### config.mk
export PLATFORM = sky130hd
export DESIGN_NAME = io_uart_port
export DESIGN_NICKNAME = d
export VERILOG_FILES = /design/src/rtl/io_pkg.sv /design/src/rtl/io_uart_rx.sv /design/src/rtl/io_uart_port.sv
export SDC_FILE = /design/constraint.sdc
export NUM_CORES = 1
export LEC_CHECK = 0
export ABC_AREA = 1
export BUFFER_PORTS_ARGS = -buffer_cell sky130_fd_sc_hd__buf_2
export CELL_PAD_IN_SITES_DETAIL_PLACEMENT = 0
export CELL_PAD_IN_SITES_GLOBAL_PLACEMENT = 1
export CORE_MARGIN = 2
export CORE_UTILIZATION = 46
export CTS_BUF_LIST = sky130_fd_sc_hd__clkbuf_4
export DETAILED_ROUTE_END_ITERATION = 7
export PLACE_DENSITY_LB_ADDON = 0.25
export SYNTH_ARGS = -nofsm -noshare
export SYNTH_HDL_FRONTEND = slang
export SYNTH_SLANG_ARGS = --single-unit
### constraint.sdc
create_clock -name clock -period 1.61 [get_ports clock]
set_input_delay 0.161 -clock clock [delete_from_list [all_inputs] [get_ports clock]]
set_output_delay 0.161 -clock clock [all_outputs]
set_load 0.01 [all_outputs]
### src/rtl/io_pkg.sv
// Shared UART state encoding and framing constants for the serial I/O port.
// Imported by io_uart_rx and io_uart_port.
package io_pkg;

  typedef enum logic [1:0] {
    IDLE,
    START,
    DATA,
    STOP
  } uart_state_t;

  localparam int   UART_DATA_BITS  = 8;
  localparam logic UART_IDLE_LEVEL = 1'b1;

endpackage

### src/rtl/io_uart_rx.sv
// 8N1 UART receiver: 2-flop input synchronizer plus RX FSM.
// Emits the received byte with a one-cycle rx_valid on a good stop bit.
module io_uart_rx #(
  parameter int CLKS_PER_BIT = 16
) (
  input  logic       clock,
  input  logic       reset_n,
  input  logic       serial,
  output logic [7:0] rx_byte,
  output logic       rx_valid
);
  import io_pkg::*;

  localparam int CW = $clog2(CLKS_PER_BIT);
  localparam logic [CW-1:0] LAST = CW'(CLKS_PER_BIT - 1);
  localparam logic [CW-1:0] MID  = CW'(CLKS_PER_BIT / 2 - 1);
  localparam logic [2:0]    TOPB = 3'(UART_DATA_BITS - 1);

  logic          s1;
  logic          rxs;
  logic          rxs_d;
  logic          fall;
  logic          tick_mid;
  logic          tick_bit;
  logic [CW-1:0] cnt;
  logic [2:0]    idx;
  logic [7:0]    sh;
  uart_state_t   state;
  uart_state_t   state_nx;

  always_ff @(posedge clock or negedge reset_n) begin
    if (!reset_n) begin
      s1    <= UART_IDLE_LEVEL;
      rxs   <= UART_IDLE_LEVEL;
      rxs_d <= UART_IDLE_LEVEL;
    end else begin
      s1    <= serial;
      rxs   <= s1;
      rxs_d <= rxs;
    end
  end

  assign fall     = rxs_d & ~rxs;
  assign tick_mid = (cnt == MID);
  assign tick_bit = (cnt == LAST);

  always_ff @(posedge clock or negedge reset_n) begin
    if (!reset_n) state <= IDLE;
    else          state <= state_nx;
  end

  always_comb begin
    state_nx = state;
    rx_valid = 1'b0;
    case (state)
      IDLE:  if (fall) state_nx = START;
      START: if (tick_mid) state_nx = rxs ? IDLE : DATA;
      DATA:  if (tick_bit && idx == TOPB) state_nx = STOP;
      STOP: begin
        if (tick_bit) state_nx = IDLE;
        rx_valid = tick_bit & rxs;
      end
      default: state_nx = IDLE;
    endcase
  end

  always_ff @(posedge clock or negedge reset_n) begin
    if (!reset_n) begin
      cnt <= '0;
      idx <= '0;
      sh  <= '0;
    end else begin
      case (state)
        IDLE: begin
          cnt <= '0;
          idx <= '0;
        end
        START: cnt <= tick_mid ? '0 : cnt + 1'b1;
        DATA: begin
          if (tick_bit) begin
            cnt <= '0;
            idx <= idx + 3'd1;
            sh  <= {rxs, sh[7:1]};
          end else begin
            cnt <= cnt + 1'b1;
          end
        end
        STOP:    cnt <= tick_bit ? '0 : cnt + 1'b1;
        default: cnt <= '0;
      endcase
    end
  end

  assign rx_byte = sh;

endmodule

### src/rtl/io_uart_port.sv
// Serial I/O port: FGI/INPR input flags, OUTR transmitter, 8N1 UART.
// Define IO_LOOPBACK_EN to feed the receiver from tx_o instead of rx_i.
module io_uart_port #(
  parameter int CLKS_PER_BIT = 16
) (
  input  logic       clock,
  input  logic       reset_n,
  input  logic       rx_i,
  output logic       tx_o,
  input  logic       OUTR_load,
  input  logic [7:0] OUTR_data,
  input  logic       INP_ack,
  output logic       FGI,
  output logic       FGO,
  output logic [7:0] INPR,
  output logic       rx_overrun
);
  import io_pkg::*;

  localparam int CW = $clog2(CLKS_PER_BIT);
  localparam logic [CW-1:0] LAST = CW'(CLKS_PER_BIT - 1);
  localparam logic [2:0]    TOPB = 3'(UART_DATA_BITS - 1);

  logic          rx_src;
  logic [7:0]    rx_byte;
  logic          rx_valid;
  logic          tick;
  logic [CW-1:0] cnt;
  logic [2:0]    idx;
  logic [7:0]    sh;
  uart_state_t   state;
  uart_state_t   state_nx;

`ifdef IO_LOOPBACK_EN
  logic unused_rx_i;
  assign unused_rx_i = rx_i;
  assign rx_src      = tx_o;
`else
  assign rx_src = rx_i;
`endif

  io_uart_rx #(
    .CLKS_PER_BIT(CLKS_PER_BIT)
  ) u_rx (
    .clock   (clock),
    .reset_n (reset_n),
    .serial  (rx_src),
    .rx_byte (rx_byte),
    .rx_valid(rx_valid)
  );

  // A frame landing with the ack hands over the new byte and keeps FGI set
  always_ff @(posedge clock or negedge reset_n) begin
    if (!reset_n) begin
      FGI        <= 1'b0;
      INPR       <= '0;
      rx_overrun <= 1'b0;
    end else if (rx_valid && INP_ack) begin
      FGI        <= 1'b1;
      INPR       <= rx_byte;
      rx_overrun <= 1'b0;
    end else if (INP_ack) begin
      FGI        <= 1'b0;
      rx_overrun <= 1'b0;
    end else if (rx_valid) begin
      if (FGI) begin
        rx_overrun <= 1'b1;
      end else begin
        FGI  <= 1'b1;
        INPR <= rx_byte;
      end
    end
  end

  assign FGO  = (state == IDLE);
  assign tick = (cnt == LAST);

  always_ff @(posedge clock or negedge reset_n) begin
    if (!reset_n) state <= IDLE;
    else          state <= state_nx;
  end

  always_comb begin
    state_nx = state;
    tx_o     = UART_IDLE_LEVEL;
    case (state)
      IDLE: if (OUTR_load) state_nx = START;
      START: begin
        tx_o = ~UART_IDLE_LEVEL;
        if (tick) state_nx = DATA;
      end
      DATA: begin
        tx_o = sh[0];
        if (tick && idx == TOPB) state_nx = STOP;
      end
      STOP:    if (tick) state_nx = IDLE;
      default: state_nx = IDLE;
    endcase
  end

  always_ff @(posedge clock or negedge reset_n) begin
    if (!reset_n) begin
      cnt <= '0;
      idx <= '0;
      sh  <= '0;
    end else begin
      case (state)
        IDLE: begin
          cnt <= '0;
          idx <= '0;
          if (OUTR_load && FGO) sh <= OUTR_data;
        end
        DATA: begin
          if (tick) begin
            cnt <= '0;
            idx <= idx + 3'd1;
            sh  <= {1'b0, sh[7:1]};
          end else begin
            cnt <= cnt + 1'b1;
          end
        end
        START, STOP: cnt <= tick ? '0 : cnt + 1'b1;
        default:     cnt <= '0;
      endcase
    end
  end

endmodule

Yosys cells after proc, flatten, opt, wreduce, memory -nomap -nowiden
Cells that the tools add are included.
{"block": "classes", "reduce_logical": 21, "muxes": 36, "add_sub_neg": 4, "bitwise_logic": 3, "n_eq_ne": 24}
{"operator": "two-way mux 8 bit", "count": 6}
{"operator": "two-way mux 2 bit", "count": 9}
{"operator": "!= test 2 x 1 -> 1 bit (second input constant)", "count": 8}
{"operator": "case mux 2 bit (4 select lines)", "count": 2}
{"operator": "case mux 8 bit (2 select lines)", "count": 1}
{"operator": "two-way mux 4 bit", "count": 3}
{"operator": "case mux 3 bit (2 select lines)", "count": 2}
{"operator": "case mux 4 bit (3 select lines)", "count": 1}
{"operator": "!= test 2 bit (second input constant)", "count": 5}
{"operator": "adder 4 x 1 -> 4 bit (second input constant)", "count": 2}
{"operator": "equality test 2 bit (second input constant)", "count": 4}
{"operator": "equality test 4 bit (second input constant)", "count": 2}
{"operator": "two-way mux 1 bit", "count": 8}
{"operator": "case mux 4 bit (2 select lines)", "count": 1}
{"operator": "AND reduction 2 bit", "count": 4}
{"operator": "AND reduction 4 bit", "count": 2}
{"operator": "adder 3 x 1 -> 3 bit (second input constant)", "count": 2}
{"operator": "equality test 3 bit (second input constant)", "count": 2}
{"operator": "two-way mux 3 bit", "count": 2}
{"operator": "AND reduction 3 bit", "count": 2}
{"operator": "nonzero test 2 bit", "count": 3}
{"operator": "nonzero test 3 bit", "count": 2}
{"operator": "equality test 2 x 1 -> 1 bit (second input constant)", "count": 2}
{"operator": "equality test 4 x 3 -> 1 bit (second input constant)", "count": 1}
{"operator": "other kinds (7)", "count": 12}
{"block": "totals", "out_inout_bits": 12, "inputBits": 13, "reg_bits": 47, "elab_cells": 102}

Depth between registers and ports, before layout
Gate-level depths: netlist of run 1.
{"block": "depth", "ltp_word": 6, "ltp_mapped": 9, "depth_no_buf": 9}

Modules after synthesis
A second synthesis of run 1 with hierarchy kept.
{"block": "unflattened", "hier_cells": 249, "area_unflattened_um2": 2228.4}
{"mod": "io_uart_port", "area_each_um2": 1350.0, "cells_each": 161, "seq_area_each_um2": 675.6, "instances": 1}
{"mod": "io_uart_rx", "area_each_um2": 878.3, "cells_each": 88, "seq_area_each_um2": 504.2, "instances": 1}

Worst setup path before layout of run 1
OpenSTA, ideal clock, no wires.
{"block": "synth_timing", "path_type": "register to register", "from": "register state[0]", "to": "register state[0]", "required_time_ps": 1484, "path_slack_ps": 179, "setup_time_ps": 126, "arrival_time_ps": 1305, "n_path_buf": 1, "period_less_slack_ps": 1431, "path_stages_with_launch": 10, "cell_sequence": "dfrtp_1 -> inv_1 -> ha_1 -> inv_1 -> buf_4 -> nand2_1 -> o21ai_0 -> nand3_1 -> nand2_1 -> o21ai_0"}
{"block": "synth_between", "elab_chain_len": 3, "word_cells_on_any_way": 10, "cone_classes": "7 x eq/ne; 1 x mux; 2 x reduce/logical"}
{"element": "from (decl)", "line": "io_uart_port.sv:31", "text": "uart_state_t state;"}
{"element": "from (signal assigned)", "line": "io_uart_port.sv:80", "text": "else state <= state_nx;"}
{"element": "equality test 2 bit (tied with other cells)", "line": "io_uart_port.sv:86", "text": "case (state)"}
{"element": "!= test 2 bit (no line)"}
{"element": "AND reduction 4 bit (no line)"}
Several ways; a longest one is shown, not always the timed one.
A chain may end at the register's enable or synchronous reset.

Worst setup path after layout of run 1
{"block": "layout_timing", "from": "register state[0]", "to": "output tx_o"}
{"block": "layout_between", "elab_chain_len": 2, "word_cells_on_any_way": 3, "cone_classes": "2 x eq/ne; 1 x mux"}
{"element": "equality test 2 bit or equality test 2 x 1 -> 1 bit (tied branches)", "line": "io_uart_port.sv:86"}
{"element": "case mux 1 bit (2 select lines) (*)", "line": "io_uart_port.sv:86"}
{"element": "to (decl)", "line": "io_uart_port.sv:9", "text": "output logic tx_o,"}
Mark *: on every way between the ends. The rest lies on a longest branch, timed or not.

==> qor.yml, run 1 <==
status: "complete, no violations"
post-route-util: 0.550
rsz0062_at_grt: "no"
nFillCells: 453
placed_cells: 321
wl_met2_mm: 1.61
die_w_um: 73.4
grt_max_degree: 31
path_clk_slew_ns: 0.13
ir_worst_vdd_uv: 776
period_share: 0.943
cp_cell_sequence: "inv_2 > ha_4 > buf_6 > nand2_1 > nand2_1 > buf_2"
htree_levels: 2
syn_area_per_cell_um2: 9.12
synth_cell_type_count: 24
num_vias: 1602
fp.dieArea_um2: 5390
drcViolationCount: 0
ys_seq_area_frac: 0.532
cts_tree: "built"
place.gp.congestion: 0.770
cts.sinks: 47
total_power_mw: 3.59
drv_slew: 0
cp-end-kind: "primary output"
grt_overflow: 0
die_y_um: 73.4
clkLatencyLatePin_ns: 0.35
start_util: 0.473
crit_fanout: 6
top_layer: "met4"
hold_viol: 0
setup_tns_ns: 0
fin_hold_ws_ns: 0.0695
stdcell_count: 337
routedWlPerCell_um: 11.0
critPathTopFamily: "flip-flops"
wl_met3_um: 178
synthesis.area_um2: 2220
critPathBufInv: 3
diodes: 0
core_um2: 4690
first_iter_violations: 109
grt_pass1_vias: 1513
row_count: 25
multi_input_comb_area_um2: 925
via_per_inst: 4.75
fmax_ghz: 0.659
num-nets-final: 306
antenna_left: 0
synthTopCellsByArea: "dfrtp_1 50%, nand2_1 14%, ha_1 6.2%"
max_cap_viol_count: 0
cts_inserted_buffers: 5
path_depth: 6
fin_skew_ns: 0.00377
holdPathStages: 3
drive_gt1_frac: 0.269
reg2regPathDepth: 6
ys_seq_elements: 47
area_delta_synth_final_pct: 16.4
hpwl_mm: 2.64
ios: 25
port_buffers: 24
yosysTopAreaCellShare: 0.497
ctsRootBufferMaster: "clkbuf_4"
max_stage_delay_ns: 0.43
leakage_nw: 1.36
setup_violations: 0
groute.usage.overall: 0.158
clockBufferDepth: 2
dr.pass1.iters: 4
worst_ep_required_time_ns: 1.45
crit_top_cell: "nand2_1"
seqCellArea_um2: 1180
cp.arrival_ns: 1.36
synth_warnings: 0
maxSlewHeadroom: 0.712
fin_crit_ns: 1.52
yosysTopAreaCell: "dfrtp_1"
worstSetupPathType: "flip-flop to primary output"
routed_wl_mm: 3.70
antenna_found_initial: 0
grt_first_pass_wirelength_mm: 6.60
p_per_area_nw_per_um2: 1390
hold_path.class: "primary input to flip-flop"
slowest_stage: "dfrtp_1"
tightest_slew_ns: 0.432
worst_setup_path_start_kind: "flip-flop"
syn-num-nets: 267
drt-met1-wl_mm: 1.86
synth_cells: 243
synth_stat cells:
master	instances
a21oi_1	4
buf_1	1
buf_4	1
buf_6	2
dfrtp_1	44
dfstp_2	3
ha_1	11
inv_1	24
inv_2	1
nand2_1	85
nand2_2	4
nand2_4	1
nand3_1	16
nand3_2	2
nand4_4	1
nor2_1	10
nor2_2	1
nor2_4	2
o21ai_0	11
o21ai_1	2
o21ai_2	14
o22ai_1	1
or2_2	1
xor2_1	1
worst paths after layout:
kind | slack (ns) | to | startpoint
setup / recovery | 0.09 | tx_o | state[0]$_DFFE_PN0P_
hold / removal | 0.07 | sh[7]$_DFFE_PN0P_ | OUTR_data[7]
setup reg to reg | 0.18 | INPR[1]$_DFFE_PN0P_ | u_rx.cnt[0]$_DFF_PN0_
hold reg to reg | 0.36 | u_rx.rxs$_DFF_PN1_ | u_rx.s1$_DFF_PN1_
max in group asynchronous | 0.78 | u_rx.rxs$_DFF_PN1_ | reset_n
min in group asynchronous | 0.26 | INPR[3]$_DFFE_PN0P_ | reset_n
logic make-up (layout without fill, tap and decap cells):
family / count (synthesis) / in the layout / share of synthesized area
AO/OA/AOI/OAI: 32 / 32 / 0.0965
XOR/XNOR: 1 / 1 / 0.00395
AND/OR/NAND/NOR: 123 / 123 / 0.248
buffers and inverters: 29 / 69 / 0.0576
flip-flops: 47 / 47 / 0.532
adder cells (fa/ha/maj): 11 / 11 / 0.0621
flip-flops by register name (all words and copies together) (netlist names), named ones only:
register / cells
FGI: 1
INPR: 8
cnt: 4
idx: 3
rx_overrun: 1
sh: 8
state: 2
u_rx.cnt: 4
u_rx.idx: 3
u_rx.rx_byte: 8
u_rx.rxs: 1
u_rx.rxs_d: 1
u_rx.s1: 1
u_rx.state: 1
worst reg2reg max path, stage by stage, from the launching register on:
cell and delay (ns):
dfrtp_1 0.39, ha_1 0.30, nand3_2 0.15, nor2_4 0.18, nand2_4 0.15, nand2_1 0.11
o21ai_2 0.05
repair_timing:
item,4_1_cts,5_1_grt
endpoints found under the hold margin,19,0
cloned,0,0
setup endpoints to repair,1,4
setup buffers,1,4
pin swaps,0,2
hold buffers,3,0
resized for setup,3,6
layer usage:
metal,global-route usage,up-vias
met5,0,-
met4,0.0606,0
met3,0.0384,4
met2,0.243,39
met1,0.217,713
li1,-,846
through the flow:
step | worst slack [ns] | cell area [um^2]
floorplan | 0.179 | 2220
global placement | 0.140 | 2410
detailed placement | 0.0838 | 2410
CTS | 0.00472 | 2540
global route | 0.0144 | 2580
finish | 0.0917 | 2580
power breakdown:
group	internal, mW	switching, mW	total [mW]	leakage, nW
registers	1.41	0.208	1.62	0.621
logic	0.514	0.770	1.28	0.696
clock network	0.320	0.366	0.686	0.0426
total	2.24	1.34	3.59	1.36
cell usage in the layout (no fill, tap or decap), drive strengths merged, types with 2 or more instances in the layout:
master / instances
a21oi: 4
buf: 33
clkbuf: 5
clkinv: 2
dfrtp: 44
dfstp: 3
dlygate4sd3: 3
ha: 11
inv: 25
nand2: 90
nand3: 18
nor2: 13
o21ai: 27
layout make-up:
type	count	area share
clock buffer	5	0.0145
tap	54	0.0262
multi-input combinational	167	0.358
inverter	25	0.0364
timing repair buffer	36	0.0921
clock inverter	3	0.0150
sequential	47	0.458
Power figures use the tool's default switching activity.
==> run 2, diff against run 1 <==
- CORE_UTILIZATION: 46 -> 45
- MAX_ROUTING_LAYER: unset -> met4
==> qor.yml, run 2 (synthesis gave the netlist of run 1 again) <==
max_cap_viol_count: 0
ctsRootBufferMaster: "clkbuf_4"
layout_commonest_cell: "nand2_1"
cts.sinks: 47
drive_gt1_frac: 0.260
setup_tns_ns: 0
maxSlewHeadroom: 0.691
hold_path.class: "primary input to flip-flop"
tightest_slew_ns: 0.463
worst_ep_required_time_ns: 1.45
start_util: 0.469
hpwl_mm: 2.67
htree_levels: 2
dr.pass1.iters: 4
fin_ws_ns: 0.0870
fp.dieArea_um2: 5500
critPathBufInv: 3
slowest_stage: "dfrtp_1"
placed_cells: 336
place_area_um2: 2440
worst_setup_path_start_kind: "flip-flop"
grt_pass1_vias: 1466
path_clk_slew_ns: 0.12
layout_common_cells: "85 x nand2_1, 44 x dfrtp_1, 24 x buf_2, 22 x inv_1, 16 x nand3_1"
first_iter_violations: 60
max_stage_delay_ns: 0.42
port_buffers: 24
grt_max_degree: 22
num-nets-final: 308
die_y_um: 74.2
ir_worst_vdd_uv: 813
setup_violations: 0
routedWlPerCell_um: 10.4
status: "complete, no violations"
stdcell_count: 352
grt_first_pass_wirelength_mm: 6.37
routed_wl_mm: 3.66
place.gp.congestion: 0.778
cts_inserted_buffers: 5
nFillCells: 451
fin_hold_ws_ns: 0.0614
clockBufferDepth: 2
antenna_left: 0
crit_top_cell: "nand2_1"
stdcell_area_um2: 2580
cp-end-kind: "primary output"
pre_cts_ws_ns: 0.101
hp-start: "OUTR_data[7]"
crit_fanout: 3
cp_cell_sequence: "buf_6 > ha_1 > inv_1 > nand2_1 > nand2_1 > buf_2"
drcViolationCount: 0
r2r_start: "state[0]$_DFFE_PN0P_"
via_per_inst: 4.46
hold_viol: 0
critPathTopFamily: "flip-flops"
leakage_nw: 1.36
antenna_found_initial: 0
fin_skew_ns: 0.00308
clkLatencyLatePin_ns: 0.35
cp.arrival_ns: 1.36
fin_crit_ns: 1.52
die_w_um: 74.2
worstSetupPathType: "flip-flop to primary output"
grt_overflow: 0
cts_tree: "built"
area_delta_synth_final_pct: 16.6
multi_input_comb_area_um2: 922
num_vias: 1570
groute.usage.overall: 0.157
row_count: 25
p_per_area_nw_per_um2: 1330
worstSetupStartpoint: "state[0]$_DFFE_PN0P_"
period_share: 0.946
seqCellArea_um2: 1180
drv_slew: 0
fmax_ghz: 0.657
core_um2: 4720
diodes: 0
ios: 25
-- run 2: cell count changes in the layout (fill, tap and decap cells not counted) --
| cell | previous run | this run |
|---|---|---|
| clkinv_2 | 1 | 0 |
| inv_1 | 21 | 22 |
| inv_2 | 4 | 3 |
| ha_1 | 9 | 10 |
| dfrtp_1 | 43 | 44 |
| bufinv_16 | 1 | 0 |
| buf_4 | 6 | 8 |
| dfrtp_2 | 1 | 0 |
| clkinv_1 | 1 | 2 |
| clkbuf_4 | 5 | 6 |
| ha_2 | 1 | 0 |
-- run 2: per-layer routing --
| metal | vias to the layer above | GRT usage | share of wire |
|---|---|---|---|
| met2 | 24 | 0.250 | 0.45 |
| met5 | - | - | 0 |
| met3 | 6 | 0.0420 | 0.036 |
| met4 | 0 | 0.0646 | 0.016 |
| li1 | 851 | - | - |
| met1 | 689 | 0.188 | 0.50 |
-- run 2: path summary, 6_finish.rpt --
kind                                              to  slack [ns]  cells after the start
worst max-delay path                            tx_o        0.09                      6
worst min-delay path               sh[7]$_DFFE_PN0P_        0.06                      3
worst max register to register  state[0]$_DFFE_PN0P_        0.11                      7
worst min register to register    u_rx.rxs$_DFF_PN1_        0.37                      0
max in group asynchronous         u_rx.rxs$_DFF_PN1_        0.78                      3
min in group asynchronous           cnt[1]$_DFF_PN0_        0.28                      2
-- run 2: power breakdown --
| group | internal [mW] | switching (mW) |
|---|---|---|
| clock | 0.179 | 0.350 |
| sequential | 1.41 | 0.199 |
| combinational | 0.528 | 0.774 |
| total | 2.11 | 1.32 |
-- run 2: final cells by class --
| type | instances | area share |
|---|---|---|
| multi-input cells | 167 | 0.357 |
| clock inverters | 2 | 0.00290 |
| flip-flops and latches | 47 | 0.456 |
| well taps | 67 | 0.0324 |
| clock buffers | 6 | 0.0174 |
| repair buffers | 38 | 0.0978 |
| inverters | 25 | 0.0363 |
-- run 2: timing repair --
item / 4_1_cts / 5_1_grt
hold buffers: 3 / 0
endpoints found under the hold margin: 19 / 0
endpoints found under the setup margin: 1 / 1
resized for setup: 3 / 3
setup buffers: 1 / 4
-- run 2: worst register-to-register path: cells and delay by family (launching register included) --
family / cells / cell delay (ns)
compound gates: 1 / 0.08
flops: 1 / 0.40
simple gates: 3 / 0.49
buf+inv: 2 / 0.19
fa+ha+maj: 1 / 0.22
-- run 2: per-stage QoR --
| stage | utilization | total power, mW |
|---|---|---|
| after floorplan | - | 2.46 |
| after global placement | 0.518 | 2.78 |
| after detailed placement | 0.518 | 2.80 |
| after CTS | 0.539 | 3.40 |
| after global routing | 0.547 | 3.74 |
| final | 0.547 | 3.44 |
==> run 3, diff against run 2 <==
- clock period: 1.61 -> 1.6 ns (I/O delays scaled with it)
==> qor.yml, run 3 (synthesis gave the netlist of run 1 again) <==
worst_ep_required_time_ns: 1.44
cts.sinks: 47
placed_cells: 336
maxSlewHeadroom: 0.792
clkLatencyLatePin_ns: 0.37
nFillCells: 435
die_w_um: 74.2
diodes: 0
period_share: 0.968
cp.arrival_ns: 1.39
wl_met3_um: 136
crit_top_cell: "nand2_1"
num-nets-final: 309
drive_gt1_frac: 0.280
holdPathEnd: "sh[7]$_DFFE_PN0P_"
worstSetupPathType: "flip-flop to primary output"
max_cap_viol_count: 0
antenna_found_initial: 0
hold_viol: 0
stdcell_count: 353
r2r_end: "sh[7]$_DFFE_PN0P_"
grt_pass1_vias: 1514
place_area_um2: 2440
p_per_area_nw_per_um2: 1400
via_per_inst: 4.52
ir_worst_vdd_uv: 761
num_vias: 1595
holdPathStages: 3
die_y_um: 74.2
fp.dieArea_um2: 5500
reg2regPathDepth: 8
leakage_nw: 1.38
rsz0062_at_grt: "yes"
place.gp.congestion: 0.758
htree_levels: 2
clockBufferDepth: 2
routedWlPerCell_um: 10.5
total_power_mw: 3.70
area_delta_synth_final_pct: 18.8
drt-met1-wl_mm: 1.84
layout_commonest_cell: "nand2_1"
cts_inserted_buffers: 5
hold_path.class: "primary input to flip-flop"
ctsRootBufferMaster: "clkbuf_4"
core_um2: 4720
max_stage_delay_ns: 0.42
worst_setup_path_start_kind: "flip-flop"
rrSetupSlack_ns: 0.13
status: "complete, no violations"
port_buffers: 24
first_iter_violations: 84
top_layer: "met4"
tightest_slew_ns: 0.312
hpwl_mm: 2.60
cts_tree: "built"
layout_common_cells: "84 x nand2_1, 43 x dfrtp_1, 24 x buf_2, 22 x inv_1, 16 x nand3_1"
antenna_left: 0
path_clk_slew_ns: 0.14
groute.usage.overall: 0.161
dr.pass1.iters: 4
wl_met2_mm: 1.68
cp_cell_sequence: "buf_6 > ha_1 > inv_1 > nand2_1 > nand2_1 > buf_2"
grt_max_degree: 48
drv_slew: 0
stdcell_area_um2: 2640
cp-end-kind: "primary output"
ios: 25
crit_fanout: 3
routed_wl_mm: 3.72
slowest_stage: "dfrtp_1"
drcViolationCount: 0
grt_first_pass_wirelength_mm: 6.59
setup_violations: 0
row_count: 25
fmax_ghz: 0.646
r2r_start: "state[0]$_DFFE_PN0P_"
grt_overflow: 0
start_util: 0.469
fin_skew_ns: 0.0205
hp-start: "OUTR_data[7]"
fin_crit_ns: 1.55
[run 3: power by group]
part / leakage [nW] / internal (mW) / switching (mW)
logic: 0.713 / 0.561 / 0.792
clock network: 0.0418 / 0.334 / 0.396
registers: 0.621 / 1.42 / 0.201
total: 1.38 / 2.31 / 1.39
[run 3: cell type report]
class,instances,area (um^2),share of cell area
Sequential cell,47,1180,0.448
Multi-Input combinational cell,167,932,0.354
Timing Repair Buffer,39,260,0.0988
Inverter,25,93.8,0.0356
Tap cell,67,83.8,0.0318
Clock inverter,3,46.3,0.0176
Clock buffer,5,37.5,0.0142
[run 3: how the worst max path moves through the flow]
stage | slack (ns) | endpoint | cells past startpoint | startpoint
2_1_floorplan | 0.17 | state[0]$_DFFE_PN0P_ | 9 | state[0]$_DFFE_PN0P_
3_3_place_gp | 0.16 | state[1]$_DFFE_PN0P_ | 7 | state[0]$_DFFE_PN0P_
3_5_place_dp | 0.09 | state[1]$_DFFE_PN0P_ | 6 | state[0]$_DFFE_PN0P_
4_1_cts | 0.002 | tx_o | 6 | state[1]$_DFFE_PN0P_
5_1_grt | -0.03 | tx_o | 6 | state[0]$_DFFE_PN0P_
6_report | 0.05 | tx_o | 6 | state[0]$_DFFE_PN0P_
[run 3: through the flow]
stage | hold WS [ns] | TNS [ns] | utilization | setup slack, ns
final | 0.0665 | 0 | 0.558 | 0.0514
after CTS | 0.0503 | 0 | 0.548 | 0.00248
after detailed placement | 0.163 | 0 | 0.518 | 0.0895
after global routing | 0.0653 | -0.0347 | 0.558 | -0.0347
after global placement | 0.161 | 0 | 0.518 | 0.160
after floorplan | -0.136 | 0 | - | 0.169
[run 3: what timing repair did]
action,CTS,global route
gates resized for setup,4,6
buffers inserted,2,4
hold buffers,3,0
hold endpoints to repair,48,0
setup endpoints to repair,1,4
[run 3: per-layer routing]
layer / vias to the layer above / global-route usage
li1: 853 / -
met1: 708 / 0.203
met2: 28 / 0.249
met3: 6 / 0.0379
met4: 0 / 0.0667
met5: - / -
[run 3: worst max-delay path: cells and delay by family (launching register included)]
kind	cells	cell delay, ns
adders and majority gates	1	0.18
DFF	1	0.42
and+or+nand+nor	2	0.12
buffers and inverters	3	0.30
